### config.mk
export PLATFORM = sky130hd
export DESIGN_NAME = inst_boot_loader
export DESIGN_NICKNAME = d
export VERILOG_FILES = /design/src/rtl/inst_boot_loader.sv
export SDC_FILE = /design/constraint.sdc
export NUM_CORES = 1
export LEC_CHECK = 0
export BUFFER_PORTS_ARGS = -buffer_cell sky130_fd_sc_hd__buf_2
export CAP_MARGIN = 0
export CELL_PAD_IN_SITES_DETAIL_PLACEMENT = 0
export CELL_PAD_IN_SITES_GLOBAL_PLACEMENT = 2
export CORE_UTILIZATION = 32
export DETAILED_ROUTE_END_ITERATION = 7
export PLACE_DENSITY_LB_ADDON = 0.3
export SKIP_CTS_REPAIR_TIMING = 1
export SYNTH_ARGS = -nofsm -noshare
export SYNTH_HDL_FRONTEND = slang
export SYNTH_SLANG_ARGS = --single-unit
### constraint.sdc
create_clock -name clk -period 2.5 [get_ports clk]
set_input_delay 0.375 -clock clk [delete_from_list [all_inputs] [get_ports clk]]
set_output_delay 0.375 -clock clk [all_outputs]
set_load 0.05 [all_outputs]
### src/rtl/inst_boot_loader.sv
`default_nettype none
// ============================================================================
//  Module      : inst_boot_loader
//  Description : Boot-time program loader. Takes a byte stream carrying a
//                16-bit big-endian word count followed by that many big-endian
//                32-bit words, and writes each word into the instruction
//                Fetcher at consecutive word addresses. The CPU is held in
//                reset until the complete image has been written.
//  Revision    : 1.0 - initial release
// ============================================================================
module inst_boot_loader #(
  parameter int          DEPTH_WORDS    = 1024,
  parameter logic [31:0] BASE_ADDR      = 32'h0,
  parameter int          TIMEOUT_CYCLES = 0
) (
  input  logic        clk,
  input  logic        rst,
  input  logic        start,
  input  logic        byte_valid,
  input  logic [7:0]  byte_data,
  output logic        byte_ready,
  output logic        load,
  output logic [31:0] load_addr,
  output logic [31:0] load_inst,
  output logic        cpu_rst,
  output logic        done,
  output logic        error
);

  localparam logic [2:0] S_IDLE  = 3'd0;
  localparam logic [2:0] S_HDR0  = 3'd1;
  localparam logic [2:0] S_HDR1  = 3'd2;
  localparam logic [2:0] S_DATA  = 3'd3;
  localparam logic [2:0] S_DONE  = 3'd4;
  localparam logic [2:0] S_ERROR = 3'd5;

  localparam logic [31:0] C_DEPTH      = 32'(DEPTH_WORDS);
  localparam logic [31:0] C_TIMEOUT    = 32'(TIMEOUT_CYCLES);
  localparam bit          C_TIMEOUT_EN = (TIMEOUT_CYCLES > 0);

  logic [2:0]  r_state;
  logic [15:0] r_count;      // word count from the header
  logic [15:0] r_word_idx;   // index of the word currently being assembled
  logic [1:0]  r_byte_idx;   // byte position inside the current word
  logic [23:0] r_word;       // first three bytes of the current word
  logic [31:0] r_gap;        // idle cycles since the last transfer
  logic        r_load;
  logic [31:0] r_load_addr;
  logic [31:0] r_load_inst;

  logic        w_xfer;
  logic [15:0] w_count_full;
  logic [15:0] w_word_idx_next;
  logic [31:0] w_gap_next;
  logic        w_timeout;
  logic [31:0] w_addr;

  assign w_xfer          = byte_valid & byte_ready;
  assign w_count_full    = {r_count[15:8], byte_data};
  assign w_word_idx_next = r_word_idx + 16'd1;
  assign w_gap_next      = r_gap + 32'd1;
  // The transfer wins over a gap expiring in the same cycle.
  assign w_timeout       = C_TIMEOUT_EN && !w_xfer && (w_gap_next == C_TIMEOUT);
  // Byte address of the current word; 32-bit add wraps naturally.
  assign w_addr          = BASE_ADDR + {14'd0, r_word_idx, 2'b00};

  // Status outputs are pure decodes of the registered state.
  assign byte_ready = (r_state == S_HDR0) || (r_state == S_HDR1) || (r_state == S_DATA);
  assign cpu_rst    = (r_state != S_DONE);
  assign done       = (r_state == S_DONE);
  assign error      = (r_state == S_ERROR);
  assign load       = r_load;
  assign load_addr  = r_load_addr;
  assign load_inst  = r_load_inst;

  // Loader state machine, header/word assembly, load strobe and idle-gap timer.
  always_ff @(posedge clk) begin
    if (rst) begin
      r_state     <= S_IDLE;
      r_count     <= 16'd0;
      r_word_idx  <= 16'd0;
      r_byte_idx  <= 2'd0;
      r_word      <= 24'd0;
      r_gap       <= 32'd0;
      r_load      <= 1'b0;
      r_load_addr <= 32'd0;
      r_load_inst <= 32'd0;
    end else begin
      r_load <= 1'b0;
      case (r_state)
        S_IDLE, S_ERROR: begin
          if (start) begin
            r_state    <= S_HDR0;
            r_count    <= 16'd0;
            r_word_idx <= 16'd0;
            r_byte_idx <= 2'd0;
            r_word     <= 24'd0;
            r_gap      <= 32'd0;
          end
        end
        S_HDR0: begin
          // The gap timer only starts once the first byte has arrived.
          if (w_xfer) begin
            r_count[15:8] <= byte_data;
            r_gap         <= 32'd0;
            r_state       <= S_HDR1;
          end
        end
        S_HDR1: begin
          if (w_xfer) begin
            r_count[7:0] <= byte_data;
            r_gap        <= 32'd0;
            if (w_count_full == 16'd0) begin
              r_state <= S_DONE;
            end else if ({16'd0, w_count_full} > C_DEPTH) begin
              r_state <= S_ERROR;
            end else begin
              r_state <= S_DATA;
            end
          end else if (w_timeout) begin
            r_state <= S_ERROR;
          end else if (C_TIMEOUT_EN) begin
            r_gap <= w_gap_next;
          end
        end
        S_DATA: begin
          if (w_xfer) begin
            r_gap      <= 32'd0;
            r_byte_idx <= r_byte_idx + 2'd1;
            r_word     <= {r_word[15:0], byte_data};
            if (r_byte_idx == 2'd3) begin
              r_load      <= 1'b1;
              r_load_inst <= {r_word, byte_data};
              r_load_addr <= w_addr;
              r_word_idx  <= w_word_idx_next;
              // Last word: the load strobe lands in the first DONE cycle.
              if (w_word_idx_next == r_count) begin
                r_state <= S_DONE;
              end
            end
          end else if (w_timeout) begin
            r_state <= S_ERROR;
          end else if (C_TIMEOUT_EN) begin
            r_gap <= w_gap_next;
          end
        end
        S_DONE: begin
          // Terminal until reset; start is ignored.
          r_state <= S_DONE;
        end
        default: begin
          r_state <= S_IDLE;
        end
      endcase
    end
  end

endmodule
`default_nettype wire
After elaboration in Yosys (flattened, before gate mapping)
Index checks and enable logic that the tools add are counted.

Output and inout port bits: 69. Memories: 0. Register bits after elaboration: 110. Bits in writable memories: 0. Input port bits: 12. Memory bits (read-only): 0. Word-level logic and storage cells: 67. Bits in latches: 0.

Multiply operators: 0. Equal/unequal tests: 14. Reduce and logical (&&, ||, !) cells: 15. Add/subtract/negate cells: 2. Order comparisons: 1. Mux-type cells: 23. Bitwise logic cells: 3. Div/mod/pow operators: 0. Shifts and indexed selects: 0.

Operator list (count): 2-to-1 mux 16 bit (3); 2-to-1 mux 24 bit (2); one-hot mux 24 bit (2 select lines) (1); one-hot mux 16 bit (2 select lines) (1); one-hot mux 8 bit (2 select lines) (2); 2-to-1 mux 3 bit (8); adder 16 x 1 -> 16 bit, second input constant (1); == test 16 bit (1); greater-than comparator 16 x 11 -> 1 bit, second input constant (1); logical NOT 16 bit (1); one-hot mux 3 bit (5 select lines) (1); AND reduction 3 bit (4); 2-to-1 mux 8 bit (1); != test 2 bit, second input constant (4); == test 3 x 2 -> 1 bit, second input constant (2); == test 3 bit, second input constant (2); AND reduction 6 bit (1); nonzero test 2 bit (3); 2-to-1 mux 2 bit (2); != test 2 x 1 -> 1 bit, second input constant (2); one-hot mux 2 bit (2 select lines) (1); AND reduction 4 bit (1); == test 3 x 1 -> 1 bit, second input constant (1); logical NOT 3 bit (1); 9 further kinds (11).

Depth between registers and ports, before layout
Depth after elaboration: 6. Depth in mapped cells: 10. Mapped depth without buffers: 8.

Worst setup path after synthesis
Ideal clock, no wire load.

Path kind: flip-flop to flip-flop. Start point: reg r_word_idx[0]. End point: reg r_state[1]. Clock period less this slack: 2.201 ns. Stages on the path, launching flop included: 9. Data required time: 2.366 ns. Arrival time: 2.067 ns. Slack: 0.299 ns. Setup time: 0.134 ns. Buffers on the path: 0. Cells stage by stage: dfxtp_1 -> ha_1 -> nand3_2 -> nor2_1 -> and3_1 -> xnor2_1 -> o221ai_1 -> o31ai_2 -> a211oi_1.

Longest elaborated chain between the ends: 4.

Ends and longest elaborated chain: from (decl) (line 43) `logic [15:0] r_word_idx;`; from (signal assigned) (line 135) `r_word_idx <= w_word_idx_next;`; adder 16 x 1 -> 16 bit (line 60) `assign w_word_idx_next = r_word_idx + 16'd1;`; == test 16 bit (line 137) `if (w_word_idx_next == r_count) begin`; != test 2 x 1 -> 1 bit (no line); AND reduction 6 bit (no line); to (signal assigned) (line 138) `r_state <= S_DONE;`; to (signal assigned) (line 142) `r_state <= S_ERROR;`; to (signal assigned) (line 149) `r_state <= S_DONE;`; to (decl) (line 41) `logic [2:0] r_state;`.

Every way passes these cells. A chain may end at the register's enable or synchronous reset.

Final worst setup path
Start point: reg r_word_idx[1]. End point: reg r_state[0].

Same word-level chain as after synthesis.

==> results.json <==
{
  "dp_worst_setup_slack_ns": 0.04263,
  "rows": 45,
  "synth.area.top_cells": "dfxtp_1 44%, a21oi_1 11%, nand2_1 11%",
  "drc_errors": 0,
  "start_util_pct": 32.91,
  "worstPathCellList": "ha_2 -> nand3_2 -> nor3_2 -> xnor2_1 -> a311oi_1 -> nand4_1 -> o31ai_2 -> a31oi_1",
  "synthDistinctLibCells": 52,
  "cts_tree": "yes",
  "detail_route.wl_per_cell_um": 14.90,
  "cts_max_level": 3,
  "cpPeakStageDelay_ns": 0.44,
  "fmax_mhz": 426.8,
  "synth_top_area_share_pct": 43.86,
  "drt_iter0_markers": 407,
  "first_pass_iters": 4,
  "power.switching_mw": 1.220,
  "final-hold-violation-count": 0,
  "grt_max_degree": 86,
  "clockRootBuffer": "clkbuf_16",
  "antenna_found_initial": 0,
  "clockPowerShare_pct": 36.7,
  "finalSetupViolCount": 0,
  "die_h_um": 127.3,
  "critPathRequiredTime_ns": 2.73,
  "track_usage_pct": 17.54,
  "final_core_util_pct": 38.38,
  "netlist_instances": 657,
  "finalSetupTns_ns": 0,
  "pwr-share-seq_pct": 46.2,
  "synth_edf_count": 0,
  "hold_class": "in2reg",
  "worst_pin_slew_ns": 1.011,
  "gp_congestion": 0.9224,
  "leakagePower_nw": 2.180,
  "finalCritPeriodShare_pct": 93.72,
  "p_total_mw": 3.968,
  "synth_area_um2": 5021,
  "cp_top_family": "compound AO/OA/AOI/OAI gates",
  "ioPinCount": 81,
  "port_buffers": 64,
  "fp.dieW_um": 127.3,
  "endpoint_kind": "flip-flop",
  "path_buf_inv": 0,
  "ys_ff_latch": 110,
  "stdcell_area_um2": 5856,
  "nets": 716,
  "placed_cell_area_um2": 5555,
  "antenna_cells": 0,
  "core_area_um2": 15260,
  "critPathMaxFanout": 8,
  "grt_overflow": 0,
  "r2r-start": "r_word_idx[1]",
  "finalWorstSetupSlack_ns": 0.1571,
  "switching_share_pct": 30.76,
  "drv_cap": 0,
  "yosys_warnings": 0,
  "syn_to_final_growth_pct": 16.62,
  "insertion_delay_ns": 0.36,
  "num_vias": 4649,
  "yosysTopAreaCell": "dfxtp_1",
  "yosysSeqAreaShare_pct": 43.86,
  "p_int_mw": 2.747,
  "slew_headroom_pct": 32.38,
  "clock_path_buffers": 2,
  "detail-route-antenna-nets": 0,
  "cts_buffers": 9,
  "ir_drop_uv": 309.5,
  "detail_route.vias_per_cell": 5.075,
  "hpwl_um": 9290,
  "grt_pass1_wl_um": 22280,
  "rsz0062_at_grt": "false",
  "clock-sinks": 110,
  "crit_path_start_kind": "flip-flop",
  "avgSynthCellArea_um2": 7.642,
  "synth-main-ff-cell": "dfxtp_1",
  "async_flop_share_pct": 0,
  "p_per_area_nw_per_um2": 677.6,
  "path_class": "reg2reg",
  "dieArea_um2": 16200,
  "outcome": "finished, final reports clean",
  "comb_power_share_pct": 17.2,
  "critPathSlowestCell": "dfxtp_1",
  "critPathArrivalTime_ns": 2.57,
  "drt_wl_total_um": 13650,
  "clkTransAtPathRegs_ns": 0.08,
  "post-route-min-period_ns": 2.343,
  "layout-drive-gt1-share_pct": 15.89,
  "min-delay-start": "byte_data[0]",
  "grt_pass1_vias": 4326,
  "fin_skew_ns": 0.008753,
  "cp-startpoint": "r_word_idx[1]",
  "slew_violations": 0
}
==> final timing paths <==
kind,end,slack [ns],cells past startpoint
max,r_state[0],0.16,8
min,load_inst[0],0.32,3
max reg2reg,r_state[0],0.16,8
min reg2reg,load_addr[9],0.45,2
==> metal layers <==
| metal | vias to the layer above | global-route usage (%) | part of all wire, % |
|---|---|---|---|
| li1 | 2335 | - | - |
| met1 | 2192 | 23.23 | 47 |
| met5 | - | 0 | 0 |
| met2 | 106 | 28.09 | 47 |
| met3 | 16 | 4.104 | 4.4 |
| met4 | 0 | 5.742 | 1.5 |
==> area by class of cell <==
class / instances / area, um2
well taps: 211 / 264.0
multi-input cells: 490 / 2544
clock inverters: 5 / 67.56
fillers: 1647 / 9403
repair buffers: 85 / 530.5
inverters: 6 / 22.52
flip-flops and latches: 110 / 2202
clock buffers: 9 / 225.2
==> metrics by stage <==
step,hold slack [ns],std cells
final,0.3199,916
after global routing,0.3123,916
after CTS,0.3045,916
after detailed placement,0.4446,902
after global placement,0.4387,902
after floorplan,0.4321,672
==> tightest hold or removal path, stage by stage <==
cell and delay [ns]:
buf_2 0.14, nand2_1 0.06, a21oi_1 0.05
==> flip-flops by register name, summed over array words and instances, names as in the netlist <==
signal	cells
load_inst	32
r_word	24
load_addr	16
r_count	16
r_word_idx	16
r_state	3
r_byte_idx	2
load	1
==> cells by family (layout without fill, tap and decap cells) <==
logic type	Yosys count	after routing	synth area share, %
other cells	1	16	0.07469
buf+inv	72	105	6.927
flops	110	110	43.86
mux	2	2	0.3987
simple gates	285	285	26.79
compound gates	166	166	18.14
fa+ha+maj	2	2	0.4983
xor+xnor	19	19	3.314
==> cells in the mapped netlist (all sizes together), types with 7 or more instances <==
| library cell | instances |
|---|---|
| dfxtp | 110 |
| clkbuf | 38 |
| nor2 | 33 |
| xnor2 | 12 |
| nand2 | 143 |
| nor3 | 15 |
| nand3 | 44 |
| o21ai | 22 |
| xor2 | 7 |
| buf | 28 |
| a21oi | 114 |
| nand4 | 15 |
==> layout by cell type, fill, tap and decap left out, types with 3 or more instances in the layout <==
cell,Yosys,final
nand2_1,143,143
a21oi_1,114,114
dfxtp_1,110,110
buf_2,5,63
nand3_1,43,42
nor2_1,33,32
o21ai_0,22,22
buf_4,19,18
conb_1,1,16
nand4_1,13,13
nor3_1,14,13
xnor2_1,12,12
clkbuf_16,0,9
xor2_1,7,7
inv_1,6,6
o22ai_1,6,6
nand2b_1,5,5
a31oi_1,5,5
nor4_1,5,5
and3_1,5,4
or3_1,4,4
and4_1,4,4
buf_12,0,4
nor3b_1,3,3
nand3b_1,3,3
==> power groups by stage <==
| stage | registers [mW] | clock network (mW) | logic (mW) |
|---|---|---|---|
| detailed placement | 1.87 | 0 | 0.682 |
| global placement | 1.87 | 0 | 0.685 |
| CTS | 1.83 | 1.51 | 0.684 |
| finish | 1.83 | 1.46 | 0.681 |
| floorplan | 1.85 | 0 | 0.516 |
| global route | 1.84 | 1.57 | 0.750 |
Power figures use the tool's default switching activity.
